[src/rtl/uparc_ifu_pkg.sv]
// Shared constants for the uPARC instruction fetch path: widths, FSM
// state encoding, the NOP word and the watchdog counter sizing helper.
package uparc_ifu_pkg;

  localparam int unsigned UPARC_ADDR_WIDTH  = 32;
  localparam int unsigned UPARC_INSTR_WIDTH = 32;

  // Legacy two-bit state encoding, kept stable for waveform/debug tooling.
  typedef logic [1:0] ifu_state_t;
  localparam ifu_state_t IFU_IDLE = 2'd0;
  localparam ifu_state_t IFU_REQ  = 2'd1;
  localparam ifu_state_t IFU_RESP = 2'd2;

  // All-zero word decodes as NOP; returned on bus error, timeout and reset.
  localparam logic [UPARC_INSTR_WIDTH-1:0] UPARC_NOP = '0;

  // Counter width able to hold 0..limit; one bit minimum when disabled.
  function automatic int unsigned wdog_width(input int unsigned limit);
    return (limit > 0) ? $clog2(limit + 1) : 1;
  endfunction

endpackage

[src/rtl/uparc_bus_wdog.sv]
// Bus transaction watchdog: cleared when a transaction starts, counts while
// enabled, flags expiry on the LIMIT-th counted cycle. LIMIT=0 disables it.
module uparc_bus_wdog
  import uparc_ifu_pkg::*;
#(
  parameter int unsigned LIMIT = 255
) (
  input  logic clk,
  input  logic rst,
  input  logic clear,
  input  logic enable,
  output logic expire
);

  localparam int unsigned TW = wdog_width(LIMIT);
  localparam logic [TW-1:0] LAST = TW'((LIMIT > 0) ? LIMIT - 1 : 0);
  localparam logic [TW-1:0] SAT  = TW'(LIMIT);

  logic [TW-1:0] count;

  // Saturating cycle counter; holds at LIMIT instead of wrapping.
  always_ff @(posedge clk) begin
    if (rst || clear) begin
      count <= '0;
    end else if (enable && count != SAT) begin
      count <= count + 1'b1;
    end
  end

  assign expire = (LIMIT > 0) && enable && (count == LAST);

endmodule

[src/rtl/uparc_ifu.sv]
// Instruction fetch unit: takes single-cycle read commands from fetch,
// rejects misaligned addresses, runs one bus read per command and returns
// the word (or NOP on error/timeout) together with a busy/stall signal.
module uparc_ifu
  import uparc_ifu_pkg::*;
#(
  parameter int unsigned ADDR_WIDTH = UPARC_ADDR_WIDTH,
  parameter int unsigned DATA_WIDTH = UPARC_INSTR_WIDTH,
  parameter int unsigned TIMEOUT    = 255
) (
  input  logic                  clk,
  input  logic                  rst,
  input  logic [ADDR_WIDTH-1:0] i_addr,
  input  logic                  i_rd_cmd,
  output logic [DATA_WIDTH-1:0] o_instr_dat,
  output logic                  o_busy,
  output logic                  o_err_align,
  output logic                  o_err_bus,
  output logic [ADDR_WIDTH-1:0] o_bus_addr,
  output logic                  o_bus_rd,
  input  logic                  i_bus_ack,
  input  logic                  i_bus_rdy,
  input  logic                  i_bus_err,
  input  logic [DATA_WIDTH-1:0] i_bus_data
);

  ifu_state_t            state;
  logic [ADDR_WIDTH-1:0] addr_r;
  logic                  idle;
  logic                  cmd_aligned;
  logic                  cmd_start;
  logic                  resp_fire;
  logic                  tmo_expire;
  logic                  done_ok;
  logic                  done_err;

  assign idle        = (state == IFU_IDLE);
  assign cmd_aligned = (i_addr[1:0] == 2'b00);
  assign cmd_start   = idle && i_rd_cmd && cmd_aligned;

  // Combinational so fetch stalls / sees the fault in the command cycle.
  assign o_err_align = idle && i_rd_cmd && !cmd_aligned;
  assign o_busy      = !idle || (i_rd_cmd && cmd_aligned);
  assign o_bus_addr  = addr_r;

  uparc_bus_wdog #(
    .LIMIT(TIMEOUT)
  ) u_wdog (
    .clk   (clk),
    .rst   (rst),
    .clear (cmd_start),
    .enable(!idle),
    .expire(tmo_expire)
  );

  // Bus response that ends the transaction; ack with rdy/err in REQ
  // short-circuits the RESP state.
  always_comb begin
    resp_fire = 1'b0;
    case (state)
      IFU_REQ:  resp_fire = i_bus_ack && (i_bus_rdy || i_bus_err);
      IFU_RESP: resp_fire = i_bus_rdy || i_bus_err;
      default:  resp_fire = 1'b0;
    endcase
  end

  // Error beats data; timeout only counts when the bus did not complete.
  assign done_err = (resp_fire && i_bus_err) || (!resp_fire && tmo_expire);
  assign done_ok  = resp_fire && !i_bus_err;

  // Transaction FSM with address latch, read strobe and result registers.
  always_ff @(posedge clk) begin
    if (rst) begin
      state       <= IFU_IDLE;
      addr_r      <= '0;
      o_bus_rd    <= 1'b0;
      o_instr_dat <= '0;
      o_err_bus   <= 1'b0;
    end else begin
      o_err_bus <= 1'b0;
      case (state)
        IFU_IDLE: begin
          if (cmd_start) begin
            addr_r   <= i_addr;
            o_bus_rd <= 1'b1;
            state    <= IFU_REQ;
          end
        end
        IFU_REQ: begin
          if (done_ok || done_err) begin
            o_bus_rd <= 1'b0;
            state    <= IFU_IDLE;
          end else if (i_bus_ack) begin
            o_bus_rd <= 1'b0;
            state    <= IFU_RESP;
          end
        end
        IFU_RESP: begin
          if (done_ok || done_err) begin
            state <= IFU_IDLE;
          end
        end
        default: begin
          o_bus_rd <= 1'b0;
          state    <= IFU_IDLE;
        end
      endcase
      if (done_ok) begin
        o_instr_dat <= i_bus_data;
      end
      if (done_err) begin
        o_instr_dat <= DATA_WIDTH'(UPARC_NOP);
        o_err_bus   <= 1'b1;
      end
    end
  end

`ifndef SYNTHESIS
  // Fetch must not issue a new command while a read is in flight.
  a_no_cmd_when_busy: assert property (@(posedge clk) disable iff (rst)
    (state != IFU_IDLE) |-> !i_rd_cmd)
    else $error("uparc_ifu: read command while transaction in flight");
`endif

endmodule

[config.mk]
export PLATFORM = sky130hd
export DESIGN_NAME = uparc_ifu
export DESIGN_NICKNAME = d
export VERILOG_FILES = /design/src/rtl/uparc_ifu_pkg.sv /design/src/rtl/uparc_bus_wdog.sv /design/src/rtl/uparc_ifu.sv
export SDC_FILE = /design/constraint.sdc
export NUM_CORES = 1
export LEC_CHECK = 0
export ABC_AREA = 1
export ABC_CLOCK_PERIOD_IN_PS = 4140
export BUFFER_PORTS_ARGS = -buffer_cell sky130_fd_sc_hd__clkbuf_2
export CORE_MARGIN = 2
export CORE_UTILIZATION = 50
export DETAILED_ROUTE_END_ITERATION = 8
export PLACE_DENSITY = 0.89
export SETUP_SLACK_MARGIN = 0.1
export SLEW_MARGIN = 30
export SYNTH_ARGS = -nofsm -noshare
export SYNTH_HDL_FRONTEND = slang
export SYNTH_SLANG_ARGS = --single-unit
[constraint.sdc]
create_clock -name clk -period 4.14 [get_ports clk]
set_clock_uncertainty 0.2 [all_clocks]
set_input_delay 0.414 -clock clk [delete_from_list [all_inputs] [get_ports clk]]
set_output_delay 0.414 -clock clk [all_outputs]
set_load 0.005 [all_outputs]
==> results.cfg <==
[run_status]
outcome = completed

[final_layout]
syn_to_final_growth_pct = 29.6
fillers = 488
nets = 589
final_cells = 593
antenna_cells = 0
design_area_um2 = 3970
layout-drive-gt1-share_pct = 37.3
finalCoreUtilization_pct = 67.0

[placement]
hpwl_um = 5140
placed_cell_area_um2 = 3750
place_inst = 577
place.gp.congestion = 0.794
portBuffers = 137

[clock_tree]
post_cts_resized = 0
clock_sinks = 76
ctsHoldBuffers = 0
cts_max_level = 3
cts_buffers = 9
cts_tree = built
clk_pin_slew_ns = 0.08
cts_root_buffer = clkbuf_8
insertion_delay_ns = 0.34
post-cts-setup-buffers = 0
clockBufferDepth = 2

[drt]
via_count = 2908
postRouteWirelength_um = 7180
ant_nets = 0
via_per_inst = 4.90
wl_per_cell_um = 12.1
drt-initial-drc-count = 152
drc = 0
first_pass_iters = 4

[timing]
min_period_ns = 2.70
whs_ns = 0.0434
clock.fmax_ghz = 0.370
drv_slew = 0
hold_violations = 0
rsz0062_at_grt = no
slew_headroom_pct = 39.4
setup_tns_ns = 0
post-route-period-util_pct = 65.2
worst_slew_pin_slew_ns = 0.905
setup_viol = 0

[setup_path]
crit_arrival_ns = 2.76
worstPathMaxFanout = 37
cp-end-kind = flip-flop
crit_required_ns = 4.20
reg2reg_depth = 9
reg2reg_slack_ns = 1.44
r2r-start = state[0]$_SDFFE_PP0P_
cp-start-kind = flip-flop
crit_type = flip-flop to flip-flop
r2r-end = o_instr_dat[23]$_SDFFE_PP0P_

[yosys]
yosys_warnings = 0
synth-seq-cells = 76
synth_seq_area_share_pct = 49.7
synthSimpleGateAreaFrac_pct = 19.9
synth_top_family_by_area = compound AO/OA/AOI/OAI gates
synthAdderAreaFrac_pct = 2.45
yosysUniqueCellTypes = 24
syn_area_um2 = 3060
synth-xor-area-share_pct = 1.43
synth_compound_area_share_pct = 20.9
syn-num-nets = 460
synthCells = 384
avgSynthCellArea_um2 = 7.98
synthMuxAreaShare_pct = 0

[floorplanning]
core_area_um2 = 5920
die_x_um = 82.3
die_y_um = 82.3
pin_count = 138
initial_core_util_pct = 51.7
rows = 28
die_area_um2 = 6770

[global_route]
grt_pass1_wl_um = 11500
gr-usage-all-layers_pct = 22.1
grt_max_degree = 38
grt_pass1_vias = 2652
grt_overflow_total = 0
antenna_found_initial = 0

[power_and_ir_drop]
ir_worst_vdd_mv = 0.347
leakage_nw = 1.77
powerDensity_nw_per_um2 = 470

[worst_hold_path]
holdCritPathClass = primary input to flip-flop
hold_depth = 2
hold_path_end = o_err_bus$_SDFF_PP0_
min_from = rst

[run]
maxCapViolations = 0
report_power, final:
group	internal [mW]	switching, mW
clock	0.343	0.269
combinational	0.156	0.251
sequential	0.802	0.0423
total	1.30	0.562
metrics by stage:
| step | worst slack (ns) | power [mW] |
|---|---|---|
| after detailed placement | 1.21 | 1.27 |
| after global placement | 1.34 | 1.25 |
| after global routing | 1.18 | 1.97 |
| after CTS | 1.40 | 1.88 |
| after floorplan | 2.41 | 1.12 |
| final | 1.44 | 1.86 |
worst max-delay path, cell delays in order (launching register included):
cell,delay (ns)
dfxtp_1,0.36
inv_1,0.09
ha_1,0.29
inv_1,0.06
nor2_2,0.04
nand2_2,0.44
nand2_1,0.20
o21ai_2,0.12
nand2_2,0.52
a21oi_2,0.30
state kept, by name, summed over array words and instances (netlist names):
signal        cells
o_instr_dat      32
o_bus_addr       32
o_err_bus         1
u_wdog.count      8
o_bus_rd          1
state             2
layout make-up:
| cell class | count | area [µm²] | share of cell area, % |
|---|---|---|---|
| clock buffer | 11 | 131 | 3.31 |
| clock inverter | 5 | 85.1 | 2.14 |
| inverter | 18 | 67.6 | 1.70 |
| multi-input combinational | 269 | 1370 | 34.5 |
| sequential | 76 | 1520 | 38.3 |
| tap | 75 | 93.8 | 2.36 |
| timing repair buffer | 139 | 701 | 17.7 |
cells in the final DEF (no fill, tap or decap), types with 2 or more instances in the layout:
cell       Yosys  final
clkbuf_2       0    137
nor2_2         2      2
inv_1         13     13
xor2_1         5      5
o21ai_1       20     20
ha_1           6      6
bufinv_16      0      2
clkbuf_8       0      9
nand2_2        2      2
nor3_1         2      2
nand2_1       64     64
nand3_1        5      5
a21oi_2       30     30
a21oi_1       10     10
clkbuf_1      15      2
inv_2          4      4
buf_4          0      2
nor2_1        76     76
o21ai_0       42     42
dfxtp_1       76     76
synth_stat cells, drive strengths merged:
cell type	count	area [µm²]
buf	6	48.8
nand3	5	25.0
ha	6	75.1
clkinv	1	3.75
nand3b	1	7.51
nand4	1	6.26
nor3	2	10.0
xor2	5	43.8
a21oi	40	313
nand2	66	253
dfxtp	76	1520
nor2	79	309
inv	17	63.8
a211oi	1	7.51
o21ai	63	319
clkbuf	15	56.3
worst max-delay path by stage:
| stage | start | to | slack (ns) |
|---|---|---|---|
| 2_1_floorplan | state[0]$_SDFFE_PP0P_ | o_instr_dat[0]$_SDFFE_PP0P_ | 2.41 |
| 3_3_place_gp | i_bus_err | o_instr_dat[22]$_SDFFE_PP0P_ | 1.34 |
| 3_5_place_dp | i_bus_err | o_instr_dat[23]$_SDFFE_PP0P_ | 1.21 |
| 4_1_cts | state[0]$_SDFFE_PP0P_ | o_instr_dat[23]$_SDFFE_PP0P_ | 1.40 |
| 5_1_grt | state[1]$_SDFFE_PP0P_ | o_instr_dat[12]$_SDFFE_PP0P_ | 1.18 |
| 6_report | state[0]$_SDFFE_PP0P_ | o_instr_dat[23]$_SDFFE_PP0P_ | 1.44 |
per-layer routing:
metal  global-route usage [%]  up-vias  wire [µm]
li1                         -     1507          -
met1                     25.3     1305       3110
met2                     38.9       87       3560
met3                     5.98        9        413
met4                     8.67        0         94
met5                        0        -          0
kinds of logic (layout without fill, tap and decap cells):
| group | count (synthesis) | after routing |
|---|---|---|
| AND/OR/NAND/NOR | 154 | 154 |
| AO/OA/AOI/OAI | 104 | 104 |
| flip-flops | 76 | 76 |
| buffers and inverters | 39 | 173 |
| adder cells (fa/ha/maj) | 6 | 6 |
| XOR/XNOR | 5 | 5 |
Note: power is estimated with default switching activity, not from simulation.
